File: src/rtl/region_priority_classifier.sv
// Two-stage pixel classifier: matches each scanned (row,col) against double-buffered
// rectangles and reports the lowest-index enabled region containing the pixel.
module region_priority_classifier #(
    parameter int COORD_W     = 7,
    parameter int NUM_REGIONS = 4,
    parameter int IDX_W       = 2
) (
    input  logic                   clk,
    input  logic                   rst,
    input  logic                   cfg_wr,
    input  logic [IDX_W-1:0]       cfg_idx,
    input  logic                   cfg_en,
    input  logic [COORD_W-1:0]     cfg_row_lo,
    input  logic [COORD_W-1:0]     cfg_row_hi,
    input  logic [COORD_W-1:0]     cfg_col_lo,
    input  logic [COORD_W-1:0]     cfg_col_hi,
    input  logic                   frame_start,
    input  logic                   pix_valid,
    input  logic [COORD_W-1:0]     row_now,
    input  logic [COORD_W-1:0]     col_now,
    output logic                   out_valid,
    output logic                   hit,
    output logic [IDX_W-1:0]       hit_idx,
    output logic [NUM_REGIONS-1:0] hit_raw
);

    typedef struct packed {
        logic               en;
        logic [COORD_W-1:0] row_lo;
        logic [COORD_W-1:0] row_hi;
        logic [COORD_W-1:0] col_lo;
        logic [COORD_W-1:0] col_hi;
    } region_t;

    region_t shadow     [NUM_REGIONS];
    region_t shadow_nxt [NUM_REGIONS];
    region_t active     [NUM_REGIONS];

    logic [NUM_REGIONS-1:0] match;
    logic                   s1_valid;
    logic [NUM_REGIONS-1:0] s1_match;
    logic [IDX_W-1:0]       win_idx;

    // Indices with no matching region fall through unwritten, so illegal writes vanish.
    always_comb begin
        for (int i = 0; i < NUM_REGIONS; i++) begin
            shadow_nxt[i] = shadow[i];
            if (cfg_wr && (int'(cfg_idx) == i)) begin
                shadow_nxt[i].en     = cfg_en;
                shadow_nxt[i].row_lo = cfg_row_lo;
                shadow_nxt[i].row_hi = cfg_row_hi;
                shadow_nxt[i].col_lo = cfg_col_lo;
                shadow_nxt[i].col_hi = cfg_col_hi;
            end
        end
    end

    // Committing from shadow_nxt lets a write in the frame_start cycle take effect.
    always_ff @(posedge clk) begin
        if (rst) begin
            for (int i = 0; i < NUM_REGIONS; i++) begin
                shadow[i] <= '0;
                active[i] <= '0;
            end
        end else begin
            for (int i = 0; i < NUM_REGIONS; i++) begin
                shadow[i] <= shadow_nxt[i];
                if (frame_start) begin
                    active[i] <= shadow_nxt[i];
                end
            end
        end
    end

    always_comb begin
        for (int i = 0; i < NUM_REGIONS; i++) begin
            match[i] = active[i].en
                     && (row_now >= active[i].row_lo) && (row_now <= active[i].row_hi)
                     && (col_now >= active[i].col_lo) && (col_now <= active[i].col_hi);
        end
    end

    always_ff @(posedge clk) begin
        if (rst) begin
            s1_valid <= 1'b0;
            s1_match <= '0;
        end else begin
            s1_valid <= pix_valid;
            s1_match <= pix_valid ? match : '0;
        end
    end

    // Scanning downward leaves the lowest set index as the winner.
    always_comb begin
        win_idx = '0;
        for (int i = NUM_REGIONS - 1; i >= 0; i--) begin
            if (s1_match[i]) begin
                win_idx = IDX_W'(i);
            end
        end
    end

    always_ff @(posedge clk) begin
        if (rst) begin
            out_valid <= 1'b0;
            hit       <= 1'b0;
            hit_idx   <= '0;
            hit_raw   <= '0;
        end else begin
            out_valid <= s1_valid;
            hit       <= s1_valid && (|s1_match);
            hit_idx   <= s1_valid ? win_idx : '0;
            hit_raw   <= s1_valid ? s1_match : '0;
        end
    end

endmodule

File: config.mk
export PLATFORM = sky130hd
export DESIGN_NAME = region_priority_classifier
export DESIGN_NICKNAME = d
export VERILOG_FILES = /design/src/rtl/region_priority_classifier.sv
export SDC_FILE = /design/constraint.sdc
export NUM_CORES = 1
export LEC_CHECK = 0
export CAP_MARGIN = 20
export CELL_PAD_IN_SITES_DETAIL_PLACEMENT = 1
export CELL_PAD_IN_SITES_GLOBAL_PLACEMENT = 2
export CORE_MARGIN = 5
export CORE_UTILIZATION = 39
export DETAILED_ROUTE_END_ITERATION = 10
export GPL_TIMING_DRIVEN = 0
export PLACE_DENSITY_LB_ADDON = 0.1
export SLEW_MARGIN = 25
export SYNTH_ARGS = -nofsm -noshare
export SYNTH_HDL_FRONTEND = slang
export SYNTH_SLANG_ARGS = --single-unit
File: constraint.sdc
create_clock -name clk -period 3.64 [get_ports clk]
set_clock_uncertainty 0.05 [all_clocks]
set_input_delay 0.546 -clock clk [delete_from_list [all_inputs] [get_ports clk]]
set_output_delay 0.546 -clock clk [all_outputs]
set_load 0.05 [all_outputs]
==> reports/summary.md <==
The flow ran to the end, and the final reports show no timing, DRC or antenna violations. For the number of antenna violations at the first check in global routing, the log shows 0. The most used flip-flop cell after synthesis is sky130_fd_sc_hd__dfxtp_1.

The max capacitance violation total is 0. Timing would allow up to 397 MHz. Count of unresolved DRC violations after routing: 0. The count of nets left with antenna violations once routing finished came out at 0. The library cell contributing the largest single delay on the critical path was sky130_fd_sc_hd__clkdlybuf4s50_1. The highest net fanout along the worst path was 8; the cell count after synthesis was 1139. The area share of the leading cell type in the synthesized netlist is 30.8%.

With fillers left out, the area of the finished cells amounts to 13400 um^2. After floorplanning, the core was divided into 62 placement rows. The signal on the critical path passes through clkdlybuf4s50_1, ha_1, a21oi_1, o21ai_0, o22ai_1, o2111a_1. The critical path launch point type was a primary input. Summed over all layers, the routed wires come to 32500 um. The worst hold slack across all endpoints came out at 0.405 ns. During synthesis, Yosys emitted a total of 0 warnings.

The wire length of the first global-routing pass was 49800 um; the starting density of the core was 39.5%. Once the clock tree was built, the setup fixing pass inserted 0 buffers. The final critical-path share of the clock period was 69.2%. In the final design database the tool counted 1389 nets. The number of max-slew violations in the final report is 0. The die is 180 um tall.

Entering global routing, the biggest net connects 42 pins. The part of the Yosys area used for sequential elements came out at 53.6%. The die footprint is 32500 um^2. The run gives 12400 um^2 as the cell area after placement. The final-report hold violation count is 0. Clock-pin slew was measured on the worst setup and hold paths at 0.06 ns. The count of cells resized by post-cts repair is 0.

After detailed routing, the average wire length per cell comes to 19.9 um. The area growth from synthesis to layout is 18.2%. The repair_antennas step left the layout with diodes totalling 0.

The number of clock buffers added by TritonCTS is 29. 58 I/O pins were placed. Summing over every cut layer, the via total after detailed routing is 8077.

The run gives 1301 as the synthesized net count. The die is 180 um wide. Placed wire-length estimate after detailed placement: 23000 um.

The depth of the most critical reg-to-reg path came out at 6. By instance count, the leading cell after synthesis is sky130_fd_sc_hd__nand2_1. The first detailed-routing pass ran for 4 iterations. The worst max-slew margin expressed relative to the limit is 45.7%.

The clock reaches the later pin of the worst-skew pair after 0.54 ns. STA classifies the critical path endpoint as a register. For the arrival time of the worst setup path, the log shows 2.94 ns. The run gives 0 as the final setup violation count.

For the leakage power total, the log shows 5.27 nW. Setup repair after global routing left no endpoint under its margin. The worst hold path passes through 2 cells. The worst hold path belongs to the class reg2reg. In this design, the largest share of critical-path delay is due to compound AO/OA/AOI/OAI gates.

By area the synthesized netlist is led by sky130_fd_sc_hd__edfxtp_1 31%, sky130_fd_sc_hd__dfxtp_1 23%, sky130_fd_sc_hd__ha_1 12%. Counting instances in the post-synthesis netlist gives the leading cell types as 241 x sky130_fd_sc_hd__nand2_1, 147 x sky130_fd_sc_hd__a21oi_1, 129 x sky130_fd_sc_hd__dfxtp_1, 120 x sky130_fd_sc_hd__and2_1, 116 x sky130_fd_sc_hd__edfxtp_1. The total global-route track usage was 19.7%.

The run gives 1 as the H-tree depth reported by CTS. The root buffer cell is sky130_fd_sc_hd__clkbuf_16. The cell count after placement came out at 1580. The netlist area before placement came out at 11300 um^2. The global placement routability congestion is 0.773, and the number of flops mapped to enable cells by yosys is 116.

The worst setup path is of the in2reg kind. The summed negative setup slack over all endpoints is 0 ns, and the mean number of vias per cell is 4.94. The average instance in the mapped netlist occupies 9.94 um^2. After layout, the minimum clock period comes to 2.52 ns. The tools report the number of design-rule violations left by the first detailed-router iteration as 247.

In the final layout, the share of cells above drive strength 1 is 6.72%. The count of unique library cells instantiated by Yosys was 33. For this run, the slowest stage of the critical path takes 0.87 ns. IR analysis of the VDD net gives a maximum drop of 0.268 mV.

Power spread over the standard cell area amounts to 495 nW/um^2. For this run, asynchronously set or reset flops after synthesis account for 0%. The clock net in this run drives a total of 245 sinks. Once layout is complete, the cells apart from fillers number 1634. Global routing finished with a remaining overflow of 0. Fill cells in the final layout number 3244. Data on the critical path is required at its endpoint by 4.06 ns. Summed over all instances, the cell type with the most area after synthesis is sky130_fd_sc_hd__edfxtp_1.

The critical path runs through a total of 6 cells. The flop and latch count out of synthesis is 245. The core region is 28700 um^2. For the pin with the worst max-slew slack, the measured transition is 0.815 ns. Input and output buffers added on the ports amount to 55.

The number of global-route vias before repair was 8542. TritonCTS built the clock tree. For the number of buffers on the longest clock path, the log shows 3. Hold repair after CTS inserted 0 buffers.

The number of buffers and inverters on the critical path works out to 1.
[per-layer routing]
layer / wire length (um) / vias up / track usage [%]
met5: 0 / - / 0
met1: 15600 / 3923 / 26.9
met3: 915 / 46 / 2.68
met4: 795 / 0 / 4.84
li1: - / 4010 / -
met2: 15200 / 98 / 33.3
[cells in the final DEF, fill, tap and decap left out, types with 2 or more instances in the layout]
cell type                         instances
sky130_fd_sc_hd__clkdlybuf4s50_1         55
sky130_fd_sc_hd__inv_1                   99
sky130_fd_sc_hd__buf_4                    7
sky130_fd_sc_hd__clkbuf_8                 8
sky130_fd_sc_hd__nand4_1                 12
sky130_fd_sc_hd__buf_2                   12
sky130_fd_sc_hd__nor3_1                   5
sky130_fd_sc_hd__a21oi_2                 10
sky130_fd_sc_hd__buf_1                    6
sky130_fd_sc_hd__a211oi_1                 8
sky130_fd_sc_hd__o22ai_1                  4
sky130_fd_sc_hd__a21oi_1                147
sky130_fd_sc_hd__nand3b_1                 5
sky130_fd_sc_hd__nand3_1                  9
sky130_fd_sc_hd__and2_1                 120
sky130_fd_sc_hd__bufinv_16                2
sky130_fd_sc_hd__a21o_1                  12
sky130_fd_sc_hd__clkinv_2                 5
sky130_fd_sc_hd__nor2b_1                 10
sky130_fd_sc_hd__clkinv_1                 3
sky130_fd_sc_hd__nand2_1                241
sky130_fd_sc_hd__o2111ai_1                4
sky130_fd_sc_hd__edfxtp_1               116
sky130_fd_sc_hd__buf_6                    5
sky130_fd_sc_hd__clkbuf_1                25
sky130_fd_sc_hd__nor2_1                  11
sky130_fd_sc_hd__dfxtp_1                129
sky130_fd_sc_hd__o211ai_1                 8
sky130_fd_sc_hd__o21ai_0                 16
sky130_fd_sc_hd__ha_1                   112
sky130_fd_sc_hd__clkbuf_16               30
sky130_fd_sc_hd__o2111a_1                 4
[power breakdown]
| group | switching, mW | leakage (nW) | internal, mW | total [mW] |
|---|---|---|---|---|
| sequential | 0.0302 | 2.34 | 3.00 | 3.03 |
| combinational | 0.412 | 2.45 | 0.238 | 0.650 |
| clock | 1.15 | 0.490 | 1.80 | 2.95 |
[state kept, by name, indices dropped and copies added (netlist names)]
register / flops
active: 116
hit: 1
hit_idx: 2
hit_raw: 4
out_valid: 1
s1_match: 4
s1_valid: 1
shadow: 116
[worst paths after layout]
check / startpoint / end / slack [ns]
hold / removal: shadow[3][15] / shadow[3][15] / 0.40
setup reg to reg: active[0][16] / s1_match[0] / 1.68
hold reg to reg: shadow[3][15] / shadow[3][15] / 0.40
setup / recovery: row_now[6] / s1_match[0] / 1.12
[logic make-up after synthesis]
logic type | share of synthesized area, %
DFF | 53.6
buffers and inverters | 5.63
adders and majority gates | 12.4
and+or+nand+nor | 17.6
AOI/OAI and AO/OA | 10.9
[final cells by class]
type                       count  area (um^2)  share of cell area [%]
buffer                        50          267                    1.99
sequential                   245         6070                    45.3
clock inverter                11          105                   0.785
inverter                      99          372                    2.77
timing repair buffer          57          598                    4.47
multi-input combinational    745         4620                    34.5
clock buffer                  43          880                    6.57
tap                          384          480                    3.59
[worst register-to-register path, delay by kind of cell, from the launching register on]
kind                     cells  cell delay [ns]
AO/OA/AOI/OAI                4             1.15
flip-flops                   1             0.37
adder cells (fa/ha/maj)      1             0.24
buffers and inverters        1             0.07
[metrics by stage]
step / util, % / total power, mW / setup slack [ns]
2_1_floorplan: - / 3.44 / 0.568
3_3_place_gp: 43.1 / 3.72 / -0.877
3_5_place_dp: 43.2 / 3.75 / 0.586
4_1_cts: 46.7 / 6.71 / 1.15
5_1_grt: 46.7 / 6.92 / 1.11
6_report: 46.7 / 6.63 / 1.12
Note: power is estimated with default switching activity, not from simulation.
